**src/rtl/fifo_pkg.sv**
```systemverilog
// fifo_pkg: shared constants and helpers for the sync_fifo block.
//   FIFO_WIDTH       default data word width
//   FIFO_DEPTH_LOG2  default log2 of the FIFO depth
//   FIFO_COUNT_W     default occupancy-count width (DEPTH_LOG2+1)
//   fifo_depth()     entries for a given DEPTH_LOG2
//   count_width()    occupancy-count width for a given DEPTH_LOG2
package fifo_pkg;

  localparam int FIFO_WIDTH      = 8;
  localparam int FIFO_DEPTH_LOG2 = 2;
  localparam int FIFO_COUNT_W    = FIFO_DEPTH_LOG2 + 1;

  function automatic int fifo_depth(input int depth_log2);
    return 1 << depth_log2;
  endfunction

  // One extra bit so the count can represent DEPTH itself.
  function automatic int count_width(input int depth_log2);
    return depth_log2 + 1;
  endfunction

endpackage

```
**src/rtl/sync_fifo_if.sv**
```systemverilog
// sync_fifo_if: producer/consumer bundle of the sync_fifo block.
//   master modport: the user side (drives wr_en/wr_data/rd_en/err_clr)
//   slave modport : the FIFO side (drives rd_data/rd_valid/push/pop/count,
//                   status flags, sticky error flags and pointer debug)
//
// Handshake: wr_en and rd_en are requests that may be held high any time.
// push/pop are the acceptance strobes for the current cycle; a request is
// taken on the rising edge only in a cycle where its strobe is high, and a
// request whose strobe is low is dropped (not queued). rd_valid marks the
// single cycle after an accepted pop in which rd_data carries that word.
interface sync_fifo_if #(
  parameter int WIDTH      = 8,
  parameter int DEPTH_LOG2 = 2
);
  logic                  wr_en;
  logic [WIDTH-1:0]      wr_data;
  logic                  rd_en;
  logic                  err_clr;
  logic [WIDTH-1:0]      rd_data;
  logic                  rd_valid;
  logic                  push;
  logic                  pop;
  logic [DEPTH_LOG2:0]   count;
  logic                  full;
  logic                  empty;
  logic                  almost_full;
  logic                  almost_empty;
  logic                  overflow;
  logic                  underflow;
  logic [DEPTH_LOG2-1:0] dbg_wr_ptr;
  logic [DEPTH_LOG2-1:0] dbg_rd_ptr;

  modport master (
    output wr_en, wr_data, rd_en, err_clr,
    input  rd_data, rd_valid, push, pop, count, full, empty,
           almost_full, almost_empty, overflow, underflow,
           dbg_wr_ptr, dbg_rd_ptr
  );

  modport slave (
    input  wr_en, wr_data, rd_en, err_clr,
    output rd_data, rd_valid, push, pop, count, full, empty,
           almost_full, almost_empty, overflow, underflow,
           dbg_wr_ptr, dbg_rd_ptr
  );
endinterface

```
**src/rtl/fifo_mem.sv**
```systemverilog
// fifo_mem: WIDTH x DEPTH register file for sync_fifo.
//   clk/rst        clock, async active-high reset (read register only)
//   we_i/waddr_i/wdata_i  synchronous write port
//   re_i/raddr_i   read enable/address; rdata_o is registered and holds
//                  its value when re_i is low
// The storage array itself is not reset.
module fifo_mem #(
  parameter int WIDTH      = 8,
  parameter int DEPTH_LOG2 = 2
) (
  input  logic                  clk,
  input  logic                  rst,
  input  logic                  we_i,
  input  logic [DEPTH_LOG2-1:0] waddr_i,
  input  logic [WIDTH-1:0]      wdata_i,
  input  logic                  re_i,
  input  logic [DEPTH_LOG2-1:0] raddr_i,
  output logic [WIDTH-1:0]      rdata_o
);
  localparam int DEPTH = 1 << DEPTH_LOG2;

  logic [WIDTH-1:0] mem_q [DEPTH];
  logic [WIDTH-1:0] rdata_q;

  always_ff @(posedge clk) begin
    if (we_i) mem_q[waddr_i] <= wdata_i;
  end

  // The FIFO never reads and writes the same entry on one edge, so no
  // write-to-read forwarding is needed.
  always_ff @(posedge clk or posedge rst) begin
    if (rst)       rdata_q <= '0;
    else if (re_i) rdata_q <= mem_q[raddr_i];
  end

  assign rdata_o = rdata_q;
endmodule

```
**src/rtl/sync_fifo.sv**
```systemverilog
// sync_fifo: single-clock FIFO with registered (1-cycle) read data.
//   clk  rising-edge clock
//   rst  asynchronous active-high reset; empties the FIFO immediately
//   bus  sync_fifo_if.slave: wr_en/wr_data/rd_en/err_clr in;
//        rd_data/rd_valid, push/pop strobes, count, full/empty,
//        almost_full/almost_empty, overflow/underflow, pointer debug out
// Optional feature macro: FIFO_ERR_FLAGS_EN enables the sticky
// overflow/underflow flags; when undefined they read 0 and err_clr is
// ignored.
module sync_fifo
  import fifo_pkg::*;
#(
  parameter int WIDTH        = FIFO_WIDTH,
  parameter int DEPTH_LOG2   = FIFO_DEPTH_LOG2,
  parameter int ALMOST_FULL  = 3,
  parameter int ALMOST_EMPTY = 1
) (
  input logic        clk,
  input logic        rst,
  sync_fifo_if.slave bus
);
  localparam int DEPTH = fifo_depth(DEPTH_LOG2);
  localparam int CW    = count_width(DEPTH_LOG2);

  logic [DEPTH_LOG2-1:0] wr_ptr_q, wr_ptr_d;
  logic [DEPTH_LOG2-1:0] rd_ptr_q, rd_ptr_d;
  logic [CW-1:0]         count_q, count_d;
  logic                  rd_valid_q, rd_valid_d;
  logic                  full, empty, push, pop;

  // Status is decoded from the registered count only.
  assign full  = (count_q == CW'(DEPTH));
  assign empty = (count_q == '0);

  // Acceptance against the pre-edge count: a full FIFO can still pop
  // (write dropped), an empty one can still push (no bypass to rd_data).
  assign push = bus.wr_en & ~full;
  assign pop  = bus.rd_en & ~empty;

  always_comb begin
    wr_ptr_d   = wr_ptr_q;
    rd_ptr_d   = rd_ptr_q;
    count_d    = count_q;
    rd_valid_d = pop;
    if (push) wr_ptr_d = wr_ptr_q + DEPTH_LOG2'(1);
    if (pop)  rd_ptr_d = rd_ptr_q + DEPTH_LOG2'(1);
    case ({push, pop})
      2'b10:   count_d = count_q + CW'(1);
      2'b01:   count_d = count_q - CW'(1);
      default: count_d = count_q;
    endcase
  end

  always_ff @(posedge clk or posedge rst) begin
    if (rst) begin
      wr_ptr_q   <= '0;
      rd_ptr_q   <= '0;
      count_q    <= '0;
      rd_valid_q <= 1'b0;
    end else begin
      wr_ptr_q   <= wr_ptr_d;
      rd_ptr_q   <= rd_ptr_d;
      count_q    <= count_d;
      rd_valid_q <= rd_valid_d;
    end
  end

  fifo_mem #(
    .WIDTH      (WIDTH),
    .DEPTH_LOG2 (DEPTH_LOG2)
  ) u_mem (
    .clk     (clk),
    .rst     (rst),
    .we_i    (push),
    .waddr_i (wr_ptr_q),
    .wdata_i (bus.wr_data),
    .re_i    (pop),
    .raddr_i (rd_ptr_q),
    .rdata_o (bus.rd_data)
  );

`ifdef FIFO_ERR_FLAGS_EN
  logic ovf_q, ovf_d, unf_q, unf_d;

  // Clear first, then set, so a new error on the clearing edge survives.
  always_comb begin
    ovf_d = ovf_q;
    unf_d = unf_q;
    if (bus.err_clr) begin
      ovf_d = 1'b0;
      unf_d = 1'b0;
    end
    if (bus.wr_en & full & ~bus.rd_en) ovf_d = 1'b1;
    if (bus.rd_en & empty)             unf_d = 1'b1;
  end

  always_ff @(posedge clk or posedge rst) begin
    if (rst) begin
      ovf_q <= 1'b0;
      unf_q <= 1'b0;
    end else begin
      ovf_q <= ovf_d;
      unf_q <= unf_d;
    end
  end

  assign bus.overflow  = ovf_q;
  assign bus.underflow = unf_q;
`else
  logic unused_err_clr;
  assign unused_err_clr = bus.err_clr;
  assign bus.overflow   = 1'b0;
  assign bus.underflow  = 1'b0;
`endif

  assign bus.push         = push;
  assign bus.pop          = pop;
  assign bus.count        = count_q;
  assign bus.full         = full;
  assign bus.empty        = empty;
  assign bus.almost_full  = (count_q >= CW'(ALMOST_FULL));
  assign bus.almost_empty = (count_q <= CW'(ALMOST_EMPTY));
  assign bus.rd_valid     = rd_valid_q;
  assign bus.dbg_wr_ptr   = wr_ptr_q;
  assign bus.dbg_rd_ptr   = rd_ptr_q;
endmodule

```
**src/flat_wrapper.sv**
```systemverilog
// flat-port wrapper written by rule: the top's interface ports become plain ports
module sync_fifo_flat import fifo_pkg::*;
#(
  parameter int WIDTH        = FIFO_WIDTH,
  parameter int DEPTH_LOG2   = FIFO_DEPTH_LOG2,
  parameter int ALMOST_FULL  = 3,
  parameter int ALMOST_EMPTY = 1
)
  (clk, rst, bus_wr_en, bus_wr_data, bus_rd_en, bus_err_clr, bus_rd_data, bus_rd_valid, bus_push, bus_pop, bus_count, bus_full, bus_empty, bus_almost_full, bus_almost_empty, bus_overflow, bus_underflow, bus_dbg_wr_ptr, bus_dbg_rd_ptr);
  sync_fifo_if #(.WIDTH(WIDTH), .DEPTH_LOG2(DEPTH_LOG2)) bus_i ();
  input logic clk;
  input logic rst;
  input wire logic [$bits(bus_i.wr_en)-1:0] bus_wr_en;
  input wire logic [$bits(bus_i.wr_data)-1:0] bus_wr_data;
  input wire logic [$bits(bus_i.rd_en)-1:0] bus_rd_en;
  input wire logic [$bits(bus_i.err_clr)-1:0] bus_err_clr;
  output wire logic [$bits(bus_i.rd_data)-1:0] bus_rd_data;
  output wire logic [$bits(bus_i.rd_valid)-1:0] bus_rd_valid;
  output wire logic [$bits(bus_i.push)-1:0] bus_push;
  output wire logic [$bits(bus_i.pop)-1:0] bus_pop;
  output wire logic [$bits(bus_i.count)-1:0] bus_count;
  output wire logic [$bits(bus_i.full)-1:0] bus_full;
  output wire logic [$bits(bus_i.empty)-1:0] bus_empty;
  output wire logic [$bits(bus_i.almost_full)-1:0] bus_almost_full;
  output wire logic [$bits(bus_i.almost_empty)-1:0] bus_almost_empty;
  output wire logic [$bits(bus_i.overflow)-1:0] bus_overflow;
  output wire logic [$bits(bus_i.underflow)-1:0] bus_underflow;
  output wire logic [$bits(bus_i.dbg_wr_ptr)-1:0] bus_dbg_wr_ptr;
  output wire logic [$bits(bus_i.dbg_rd_ptr)-1:0] bus_dbg_rd_ptr;
  assign bus_i.wr_en = bus_wr_en;
  assign bus_i.wr_data = bus_wr_data;
  assign bus_i.rd_en = bus_rd_en;
  assign bus_i.err_clr = bus_err_clr;
  assign bus_rd_data = bus_i.rd_data;
  assign bus_rd_valid = bus_i.rd_valid;
  assign bus_push = bus_i.push;
  assign bus_pop = bus_i.pop;
  assign bus_count = bus_i.count;
  assign bus_full = bus_i.full;
  assign bus_empty = bus_i.empty;
  assign bus_almost_full = bus_i.almost_full;
  assign bus_almost_empty = bus_i.almost_empty;
  assign bus_overflow = bus_i.overflow;
  assign bus_underflow = bus_i.underflow;
  assign bus_dbg_wr_ptr = bus_i.dbg_wr_ptr;
  assign bus_dbg_rd_ptr = bus_i.dbg_rd_ptr;
  sync_fifo #(.WIDTH(WIDTH), .DEPTH_LOG2(DEPTH_LOG2), .ALMOST_FULL(ALMOST_FULL), .ALMOST_EMPTY(ALMOST_EMPTY)) u_core (.clk(clk), .rst(rst), .bus(bus_i));
endmodule
```
**config.mk**
```make
export PLATFORM = sky130hd
export DESIGN_NAME = sync_fifo_flat
export DESIGN_NICKNAME = d
export VERILOG_FILES = /design/src/rtl/fifo_pkg.sv /design/src/rtl/sync_fifo_if.sv /design/src/rtl/fifo_mem.sv /design/src/rtl/sync_fifo.sv /design/src/flat_wrapper.sv
export SDC_FILE = /design/constraint.sdc
export NUM_CORES = 1
export LEC_CHECK = 0
export CAP_MARGIN = 0
export CORE_MARGIN = 2
export CORE_UTILIZATION = 53
export CTS_BUF_LIST = sky130_fd_sc_hd__clkbuf_2 sky130_fd_sc_hd__clkbuf_4 sky130_fd_sc_hd__clkbuf_8
export DETAILED_ROUTE_END_ITERATION = 16
export PLACE_DENSITY = 0.81
export SKIP_LAST_GASP = 1
export SLEW_MARGIN = 20
export SYNTH_ARGS = -nofsm -noshare
export SYNTH_HDL_FRONTEND = slang
export SYNTH_SLANG_ARGS = --single-unit
```
**constraint.sdc**
```tcl
create_clock -name clk -period 2.1 [get_ports clk]
set_input_delay 0.21 -clock clk [delete_from_list [all_inputs] [get_ports clk]]
set_output_delay 0.21 -clock clk [all_outputs]
set_load 0.01 [all_outputs]
```
# --- Yosys cells after proc, flatten, opt, wreduce, memory -nomap -nowiden ---
# Memory sizes are Yosys's and may differ from the RTL's. A register that Yosys moved wholly into a read port is not among the register bits.
# Index checks and enable logic that the tools add are counted.
classes:
  n_addsub: 4
  order_cmp: 2
  n_eq_ne: 3
  n_mux: 3
  bitwise_logic: 4
  n_reduce_logical: 2
op_table:
  columns: ["cell", "count"]
  rows:
  - ["$pmux 3 s2", 1]
  - ["$add 2x1->2 const B", 2]
  - ["$add 3x1->3 const B", 1]
  - ["$eq 3x3->1 const B", 1]
  - ["$ge 3x2->1 const B", 1]
  - ["$le 3x1->1 const B", 1]
  - ["$logic_not 3->1", 1]
  - ["$sub 3x1->3 const B", 1]
  - ["$and 1x1->1", 2]
  - ["$eq 2x1->1 const B", 1]
  - ["$eq 2x2->1 const B", 1]
  - ["$mux 1", 2]
  - ["$not 1->1", 2]
  - ["$reduce_bool 2->1", 1]
totals:
  regBits: 8
  ramBits: 32
  inputBits: 13
  out_inout_bits: 24
  elab_cells: 23
  mem_count: 1
memory_table:
  columns: ["memory", "depth", "width", "rd", "rd_clocked_by_memory_dff", "write_ports", "line", "source"]
  rows:
  - ["u_core.u_mem.mem_q", 4, 8, 1, 1, 1, "fifo_mem.sv:22", "logic [WIDTH-1:0] mem_q [DEPTH];"]

# --- Depth between registers and ports, before layout ---
logic_depth:
  word_depth: 5
  mapped_depth: 9
  ltp_nobuf: 9

# --- Modules after synthesis ---
# Synthesis repeated with hierarchy kept, for this count alone.
unflattened:
  cells_unflattened: 129
  area_unflattened_um2: 1998.2
by_module_without_submodules:
  columns: ["module", "instances", "cells_each", "area_per_inst_um2", "seq_area_each_um2"]
  rows:
  - ["fifo_mem", 1, 83, 1520.2, 1161.1]
  - ["sync_fifo", 1, 46, 478.0, 200.2]

# --- Worst setup path before layout ---
# Ideal clock, no wire load.
synth_timing:
  kind: "register -> register"
  startpoint: "register u_core.count_q[0] (netlist: u_core.bus.count[0])"
  endpoint: "register u_core.count_q[2] (netlist: u_core.bus.count[2])"
  setup_ns: 0.127
  t_arrival_ns: 1.792
  t_required_ns: 1.973
  path_slack_ns: 0.181
  stages_incl_launch_ff: 9
  path_buffers: 0
  period_less_slack_ns: 1.919
  cell_sequence: "dfrtp_1 > inv_1 > ha_1 > nand2b_1 > nand2_1 > inv_1 > ha_1 > a21oi_1 > o22ai_1"
synth_between:
  elab_chain_len: 5
  elab_cells_between_ends: 12
  cone_classes: "add/sub (2); eq/ne (3); mux (1); bitwise (4); reduce/logical (2)"
synth_rtl:
  columns: ["item", "line", "source"]
  rows:
  - ["from (decl)", "sync_fifo.sv:27", "logic [CW-1:0] count_q, count_d;"]
  - ["from (signal assigned)", "sync_fifo.sv:63", "count_q <= count_d;"]
  - ["$logic_not 3->1 (*)", "sync_fifo.sv:33", "assign empty = (count_q == '0);"]
  - ["$not 1->1 (*)", "sync_fifo.sv:38", "assign pop = bus.rd_en & ~empty;"]
  - ["$and 1x1->1 (*)", "sync_fifo.sv:38", null]
  - ["named net bus_pop", "flat_wrapper.sv:20", "output wire logic [$bits(bus_i.pop)-1:0] bus_pop;"]
  - ["$eq 2x1->1 or $eq 2x2->1 (tied branches)", "sync_fifo.sv:47", "case ({push, pop})"]
  - ["$pmux 3 s2 or $reduce_bool 2->1 (tied branches)", null, null]
# Mark *: on every way through the listed nets, which the timed path passes. The rest lies on a longest branch.
# A chain may end at the register's enable or synchronous reset.

# --- Worst setup path after layout ---
layout_timing:
  startpoint: "register u_core.count_q[0] (netlist: u_core.bus.count[0])"
  endpoint: "output bus_almost_full"
layout_between:
  elab_chain_len: 1
layout_rtl:
  columns: ["item", "line", "source"]
  rows:
  - ["$ge 3x2->1", "sync_fifo.sv:121", "assign bus.almost_full = (count_q >= CW'(ALMOST_FULL));"]
  - ["to (decl)", "flat_wrapper.sv:24", "output wire logic [$bits(bus_i.almost_full)-1:0] bus_almost_full;"]
# No other way between the ends.

==> impl_metrics.tcl <==
set metrics [dict create \
    fp.coreArea_um2 3606 \
    diodes 0 \
    die_width_um 64.94 \
    leakagePower_nw 0.9552 \
    syn_area_um2 1968 \
    power_density_nw_per_um2 1411 \
    r2r-start "u_core.bus.count[0]" \
    clock_sinks 48 \
    period_share 0.9584 \
    post_drt_wl_per_cell_um 17.42 \
    postLayoutSetupSlackWorst_ns 0.08744 \
    peakVddDrop_v 0.0009109 \
    critPathTopFamily "buffers and inverters" \
    hold_viol 0 \
    fin_nets 178 \
    dpl.hpwl_um 2460 \
    dpl_worst_slack_ns 0.1609 \
    drv_slew 0 \
    grt_max_degree 17 \
    grt_pass1_vias 1157 \
    grt_util_all_layers 0.1985 \
    worst-path-buf-inv 1 \
    num_io_pins 37 \
    crit_chain "ha_1 -> ha_1 -> nor2_1 -> o21ai_0 -> clkdlybuf4s50_1" \
    finalPower_mw 3.494 \
    start_util 0.5458 \
    start_kind "register" \
    routabilityCongestion 0.7544 \
    ys_seq_area_frac 0.6917 \
    slew-limit-headroom 0.5567 \
    max_freq_ghz 0.4969 \
    ys_types 21 \
    first_pass_iters 6 \
    ys_ff_latch 48 \
    dieArea_um2 4217 \
    grt_antenna_before_repair 0 \
    cts_buffer_depth 2 \
    rows 22 \
    via_per_inst 5.185 \
    nFillCells 243 \
    port_buffers 33 \
    min_period_ns 2.013 \
    drt_iter0_drc 54 \
    arrival_ns 1.80 \
    crit_type "register to output port" \
    outcome "finished clean" \
    clock_latency_ns 0.31 \
    synthCells 113 \
    skew_ns 0.01084 \
    slowest_delay_ns 0.48 \
    path_clk_slew_ns 0.09 \
    antenna_left 0 \
    maxCapViolations 0 \
    vias 1063 \
    syn2layout_area_growth_pct 25.81 \
    critical-path-slowest-cell "clkdlybuf4s50_1" \
    cts_buffers 5 \
    tightest_slew_ns 0.6643 \
    regArea_um2 1363 \
    holdWs_ns 0.2969 \
    post-route-drc-count 0 \
    path_max_fanout 4 \
    cpMostUsedCell "ha_1" \
    drive_gt1_frac 0.1975 \
    tritoncts "done" \
    crit_start "u_core.bus.count[0]" \
    multi_input_area_um2 550.5 \
    setup_viol 0 \
    die_height_um 64.94 \
    grt_overflow 0 \
    syn_avg_cell_area_um2 17.42 \
    grt_pass1_wl_um 5809 \
    drt_wl_total_um 3572 \
    end_kind "output port" \
    required_ns 1.89 \
    ctsHoldBuffers 0 \
    yosysWarnings 0 \
    hp-class "input port to async pin" \
    cts_root_buffer "clkbuf_8" \
    htreeDepth 2 \
]
-- logic make-up after synthesis --
group / Yosys count / synth area share
compound gates: 7 / 0.02225
xor+xnor: 5 / 0.02225
other cells: 1 / 0.001905
buf+inv: 14 / 0.03433
mux: 16 / 0.1373
simple gates: 13 / 0.03306
flops: 48 / 0.6917
fa+ha+maj: 9 / 0.05722
-- registers in the layout, indices dropped and copies added (netlist names) --
register	count
u_core.bus.count	3
u_core.bus.dbg_rd_ptr	2
u_core.bus.dbg_wr_ptr	2
u_core.bus.rd_valid	1
u_core.u_mem.mem_q	32
u_core.u_mem.rdata_o	8
-- cell type report --
| class | count | area share |
|---|---|---|
| repair buffers | 39 | 0.1526 |
| clock inverters | 3 | 0.007580 |
| clock buffers | 5 | 0.02779 |
| well taps | 48 | 0.02425 |
| flip-flops and latches | 48 | 0.5503 |
| multi-input cells | 52 | 0.2223 |
| inverters | 10 | 0.01516 |
-- path summary, 6_finish.rpt --
kind,endpoint,slack [ns],depth (start not counted)
worst min register to register,u_core.u_mem.rdata_o[7],0.51,1
max in group asynchronous,u_core.bus.count[2],1.33,2
worst max-delay path,bus_almost_full,0.09,5
worst max register to register,u_core.bus.count[2],0.15,8
min in group clk,u_core.u_mem.rdata_o[7],0.51,1
worst min-delay path,u_core.u_mem.rdata_o[3],0.30,2
-- cell usage in the layout, fill, tap and decap left out --
master	n
nand3_1	1
dfrtp_1	15
clkinvlp_4	2
mux4_2	8
ha_1	9
o22ai_1	1
dfrtp_2	1
clkdlybuf4s50_1	32
buf_4	6
conb_1	2
nand2b_1	1
inv_1	10
nand2_1	3
xnor2_1	5
and2_1	5
dlymetal6s2s_1	1
o21ai_0	3
a21boi_4	1
edfxtp_1	32
clkinv_1	1
clkbuf_8	5
nor2_1	3
a31oi_1	1
mux2_2	8
a21oi_1	1
-- routing by layer --
metal | track usage | vias up | share of wire
met3 | 0.07813 | 5 | 0.042
li1 | - | 490 | -
met1 | 0.2217 | 545 | 0.40
met2 | 0.3389 | 23 | 0.54
met5 | 0 | - | 0
met4 | 0.07979 | 0 | 0.017
-- per-stage QoR --
step | instance area [um2] | std cells | utilization | setup TNS (ns)
after global routing | 2476 | 205 | 0.6867 | -0.003698
final | 2476 | 205 | 0.6867 | 0
after detailed placement | 2355 | 194 | 0.6530 | 0
after floorplan | 1972 | 114 | - | 0
after global placement | 2355 | 194 | 0.6530 | 0
after CTS | 2457 | 203 | 0.6815 | -0.02198
-- what timing repair did --
| item | CTS | global route |
|---|---|---|
| gates resized for setup | 1 | 2 |
| endpoints found under the setup margin | 1 | 4 |
| cloned | 0 | 0 |
| endpoints found under the hold margin | 0 | 0 |
| pin swaps | 1 | 0 |
| buffers inserted | 1 | 2 |
-- power breakdown --
group          switching [mW]  internal (mW)
clock network           0.302          0.230
registers               0.173           1.31
logic                   0.640          0.842
total                    1.12           2.38
-- Yosys cell counts --
| master | instances | area (um2) |
|---|---|---|
| ha_1 | 9 | 112.6 |
| nor2_1 | 3 | 11.26 |
| a21oi_1 | 1 | 5.000 |
| xnor2_1 | 5 | 43.79 |
| nand2_1 | 3 | 11.26 |
| clkbuf_1 | 1 | 3.750 |
| a31oi_1 | 1 | 6.260 |
| dfrtp_1 | 16 | 400.4 |
| edfxtp_1 | 32 | 960.9 |
| inv_1 | 10 | 37.54 |
| conb_1 | 1 | 3.750 |
| nand2b_1 | 1 | 6.260 |
| a21boi_2 | 1 | 11.26 |
| buf_4 | 2 | 15.01 |
| o22ai_1 | 1 | 6.260 |
| mux2_2 | 8 | 90.09 |
| o21ai_0 | 3 | 15.01 |
| nand3_1 | 1 | 5.000 |
| mux4_2 | 8 | 180.2 |
| buf_6 | 1 | 11.26 |
| and2_1 | 5 | 31.28 |
No activity file was read; power rests on OpenSTA's default activity.
